**src/rtl/uart_pkt_parser.sv**
```systemverilog
// UART byte-stream framer: SOF, LEN, PAYLOAD[LEN], CSUM -> valid/ready stream.
// Optional inter-byte timeout when UART_PKT_TIMEOUT_EN is defined.
module uart_pkt_parser #(
    parameter logic [7:0] SOF            = 8'hA5,
    parameter int         MAX_LEN        = 16,
    parameter int         TIMEOUT_CYCLES = 5000
) (
    input  logic       clk,
    input  logic       rst,
    input  logic [7:0] in_data,
    input  logic       in_valid,
    output logic [7:0] out_data,
    output logic       out_valid,
    output logic       out_last,
    input  logic       out_ready,
    output logic [7:0] pkt_len,
    output logic       err_len,
    output logic       err_csum,
    output logic       err_drop,
    output logic       err_timeout,
    output logic [7:0] drop_cnt
);
    localparam int         IW   = (MAX_LEN > 1) ? $clog2(MAX_LEN) : 1;
    localparam logic [7:0] MAXL = 8'(MAX_LEN);

    typedef enum logic [2:0] {
        S_IDLE, S_LEN, S_PAY, S_CSUM, S_EMIT
    } state_t;

    state_t        r_state;
    logic [7:0]    r_buf [2**IW];
    logic [7:0]    r_len;
    logic [7:0]    r_csum;
    logic [7:0]    r_idx;
    logic [IW-1:0] w_nidx;

    assign w_nidx = r_idx[IW-1:0] + IW'(1);

`ifdef UART_PKT_TIMEOUT_EN
    localparam int CW = $clog2(TIMEOUT_CYCLES + 1);
    logic [CW-1:0] r_tcnt;
    logic          w_inframe;
    logic          w_tmo;

    assign w_inframe = (r_state == S_LEN) || (r_state == S_PAY) ||
                       (r_state == S_CSUM);
    assign w_tmo = w_inframe && !in_valid &&
                   (r_tcnt == CW'(TIMEOUT_CYCLES - 1));
`else
    // No counter: output is a constant zero.
    assign err_timeout = (TIMEOUT_CYCLES < 0);
`endif

    always_ff @(posedge clk) begin
        if (rst) begin
            r_state   <= S_IDLE;
            r_len     <= '0;
            r_csum    <= '0;
            r_idx     <= '0;
            out_data  <= '0;
            out_valid <= 1'b0;
            out_last  <= 1'b0;
            pkt_len   <= '0;
            err_len   <= 1'b0;
            err_csum  <= 1'b0;
            err_drop  <= 1'b0;
            drop_cnt  <= '0;
`ifdef UART_PKT_TIMEOUT_EN
            err_timeout <= 1'b0;
            r_tcnt      <= '0;
`endif
        end else begin
            err_len  <= 1'b0;
            err_csum <= 1'b0;
            err_drop <= 1'b0;
            unique case (r_state)
                S_IDLE: begin
                    if (in_valid && in_data == SOF)
                        r_state <= S_LEN;
                end
                S_LEN: begin
                    if (in_valid) begin
                        if (in_data == 8'd0 || in_data > MAXL) begin
                            err_len <= 1'b1;
                            r_state <= S_IDLE;
                        end else begin
                            r_len   <= in_data;
                            r_csum  <= in_data;
                            r_idx   <= '0;
                            r_state <= S_PAY;
                        end
                    end
                end
                S_PAY: begin
                    if (in_valid) begin
                        r_buf[r_idx[IW-1:0]] <= in_data;
                        r_csum <= r_csum + in_data;
                        r_idx  <= r_idx + 8'd1;
                        if (r_idx + 8'd1 == r_len)
                            r_state <= S_CSUM;
                    end
                end
                S_CSUM: begin
                    if (in_valid) begin
                        if (in_data == r_csum) begin
                            pkt_len   <= r_len;
                            r_idx     <= '0;
                            out_data  <= r_buf['0];
                            out_valid <= 1'b1;
                            out_last  <= (r_len == 8'd1);
                            r_state   <= S_EMIT;
                        end else begin
                            err_csum <= 1'b1;
                            r_state  <= S_IDLE;
                        end
                    end
                end
                S_EMIT: begin
                    // No backpressure upstream: input bytes here are lost.
                    if (in_valid) begin
                        err_drop <= 1'b1;
                        if (drop_cnt != 8'hFF)
                            drop_cnt <= drop_cnt + 8'd1;
                    end
                    if (out_valid && out_ready) begin
                        if (out_last) begin
                            out_valid <= 1'b0;
                            out_last  <= 1'b0;
                            r_state   <= S_IDLE;
                        end else begin
                            r_idx    <= r_idx + 8'd1;
                            out_data <= r_buf[w_nidx];
                            out_last <= (r_idx + 8'd2 == r_len);
                        end
                    end
                end
                default: r_state <= S_IDLE;
            endcase
`ifdef UART_PKT_TIMEOUT_EN
            err_timeout <= w_tmo;
            if (w_tmo)
                r_state <= S_IDLE;
            if (w_inframe && !in_valid && !w_tmo)
                r_tcnt <= r_tcnt + CW'(1);
            else
                r_tcnt <= '0;
`endif
        end
    end
endmodule

```
**config.mk**
```make
export PLATFORM = sky130hd
export DESIGN_NAME = uart_pkt_parser
export DESIGN_NICKNAME = d
export VERILOG_FILES = /design/src/rtl/uart_pkt_parser.sv
export SDC_FILE = /design/constraint.sdc
export NUM_CORES = 1
export LEC_CHECK = 0
export BUFFER_PORTS_ARGS = -buffer_cell sky130_fd_sc_hd__buf_2
export CORE_MARGIN = 5
export CORE_UTILIZATION = 47
export DETAILED_ROUTE_END_ITERATION = 8
export PLACE_DENSITY_LB_ADDON = 0.2
export RECOVER_POWER = 100
export SYNTH_ARGS = -nofsm -noshare
export SYNTH_HDL_FRONTEND = slang
export SYNTH_SLANG_ARGS = --single-unit
```
**constraint.sdc**
```tcl
create_clock -name clk -period 4.1 [get_ports clk]
set_input_delay 0 -clock clk [delete_from_list [all_inputs] [get_ports clk]]
set_output_delay 0 -clock clk [all_outputs]
set_load 0.05 [all_outputs]
```
==> out/results.tsv <==
metric	value	unit
status	completed	
post-cts-setup-buffers	0	
worstSkewPairLatency	0.42	ns
finalSetupViolations	0	
routabilityCongestion	0.883	
port_buffers	40	
slew_headroom	9.99	%
worstSetupPathType	primary input to flip-flop	
power_frac_comb	2.0	%
cts.sinks	184	
rows	48	
synth_xor_area_share	2.74	%
cts_hold_buf	1	
worst_pin_slew	1.34	ns
synth_top_family_by_area	simple AND/OR/NAND/NOR gates	
synth.most_common_cell	edfxtp_1	
ir_drop	0.292	mV
antenna_found_initial	0	
grt_use_total	19.3	%
filler_cell_count	1436	
ys.flop_type	edfxtp_1	
viasPerCell	5.98	
drt_wl_total	18.8	mm
cts_buffer_depth	2	
stdcell_area	9150	um2
vias	5264	
switchingPower	0.000757	W
p_leak	2.92	nW
initial_utilization	47.7	%
path_buf_inv	1	
power_density	409	nW/um2
async_flop_share	0	%
die_w	142	um
ys_top_cells_by_area	edfxtp_1 47%, dfxtp_1 14%, mux4_2 8.8%	
cts_root_buffer	clkbuf_16	
post_cts_resize_count	0	
hold_viol_final	0	
synth_cell_types	63	
crit_arrival	3.43	ns
cpLargestDelayFamily	simple AND/OR/NAND/NOR gates	
cp_slowest_cell	clkbuf_1	
cts_tree	built	
power	0.00374	W
ys_ff_latch	184	
synthAdderAreaFrac	2.22	%
grt.met3_usage	3.60	%
syn_nets	628	
finalCritPeriodShare	76.3	%
grt_start_max_net_pins	44	
holdWs	0.0311	ns
cp_max_fo	21	
layout-drive-gt1-share	11.4	%
fin_skew	0.00604	ns
die_h	142	um
grt-ovfl-total	0	
syn_inst	602	
netlist.area_leader.share	46.8	%
crit_required	4.41	ns
syn_area_per_cell	13.6	um2
synth_edf_count	128	
muxShareOfSynthArea	10.7	%
slew_violations	0	
dp_hpwl	12.3	mm
crit_chain	clkbuf_1 > ha_1 > nor4_1 > and3_1 > o21ai_0 > or3_1 > o41ai_1	
grt_pass1_wl	29.6	mm
ys_top_cells_by_count	128 x edfxtp_1, 56 x dfxtp_1, 39 x nor2_1	
rsz0062_at_grt	false	
grt_pass1_vias	5291	
synth_warnings	0	
worstHoldPathType	primary input to flip-flop	
utilization	53.1	%
synth_top_cell_by_area	edfxtp_1	
grtUsageMet2	32.9	%
wire_per_inst	21.4	um
syn-cell-area	8210	um2
internal_power	0.00298	W
syn_to_final_growth	11.3	%
period_minus_slack	3.13	ns
drtAntennaViolNets	0	
cts.htree.levels	4	
drtIter0Drc	335	
drv_cap	0	
drt-pass1-iter-count	5	
p_sw_share	20.2	%
seqPwrFrac	53.1	%
worst_setup_path_start_kind	primary input	
io_pins	42	
place_area	8660	um2
clk_pin_slew	0.07	ns
diodes	0	
yosys.area_share.simple	10.8	%
endpoint_kind	flip-flop	
cp_slowest_stage_delay	0.83	ns
synth-seq-area-share	60.4	%
drc	0	
clkPwrFrac	45.0	%
clock.fmax	320	MHz
grtUsageMet1	25.2	%
layout.nets	669	
busiest_layer	met2	
die_area	20200	um2
cts_buffers	17	
synth-compound-area-share	10.0	%
timing.setup.tns	0	ns
core	17200	um2
final timing paths:
check                   from    endpoint  slack [ns]  depth (start not counted)
setup / recovery  in_data[0]    r_idx[7]        0.97                          7
hold / removal     out_ready  r_state[0]        0.03                          5
hold reg to reg   pkt_len[1]  pkt_len[1]        0.46                          2
setup reg to reg  r_state[2]    r_idx[7]        1.00                          5
area by class of cell:
type	count	area (um2)	share of cell area, %
clock buffer	19	443	4.84
clock inverter	13	168	1.83
inverter	15	56.3	0.616
multi-input combinational	365	2970	32.5
sequential	184	4960	54.3
tap	225	282	3.08
timing repair buffer	60	258	2.82
worst register-to-register path: cells and delay by family, from the launching register on:
family | cells | cell delay [ns]
simple gates | 2 | 1.24
compound gates | 3 | 1.19
flops | 1 | 0.56
power groups by stage:
stage	clock network (W)	registers, W	logic (W)
finish	0.00168	0.00198	0.0000732
global route	0.00179	0.00198	0.0000803
detailed placement	0	0.00202	0.0000755
global placement	0	0.00202	0.0000722
floorplan	0	0.00202	0.0000311
CTS	0.00171	0.00198	0.0000765
sequential cells by signal, indices dropped and copies added (netlist names), 3 cells and up:
register,cells
r_buf,128
r_len,8
out_data,8
drop_cnt,8
r_state,3
r_csum,8
r_idx,8
pkt_len,8
cell families (layout without fill, tap and decap cells):
family	count (synthesis)	in the layout
flops	184	184
simple gates	170	170
compound gates	108	108
buf+inv	53	107
mux	48	48
xor+xnor	24	24
fa+ha+maj	14	14
other cells	1	1
metrics by stage:
stage / cells / setup WS, ns
global placement: 848 / 1.19
detailed placement: 848 / 1.16
finish: 881 / 0.973
floorplan: 602 / 1.13
CTS: 881 / 1.17
global route: 881 / 0.720
layer usage:
layer	up-vias	part of all wire [%]	wire, um
met1	2641	43	8070
met3	26	4.9	916
met2	167	50	9500
li1	2430	-	-
met4	0	1.8	339
met5	-	0	0
cells in the final DEF, fill, tap and decap left out, drive strengths merged, types with 14 or more instances in the layout:
cell / netlist / final
edfxtp: 128 / 128
a211oi: 19 / 19
clkbuf: 24 / 69
dfxtp: 56 / 56
mux2i: 16 / 16
o21ai: 14 / 14
mux4: 32 / 32
nor3: 14 / 14
nand2: 36 / 36
inv: 14 / 18
nor2: 39 / 39
a21oi: 26 / 26
(Power assumes the default switching activity.)
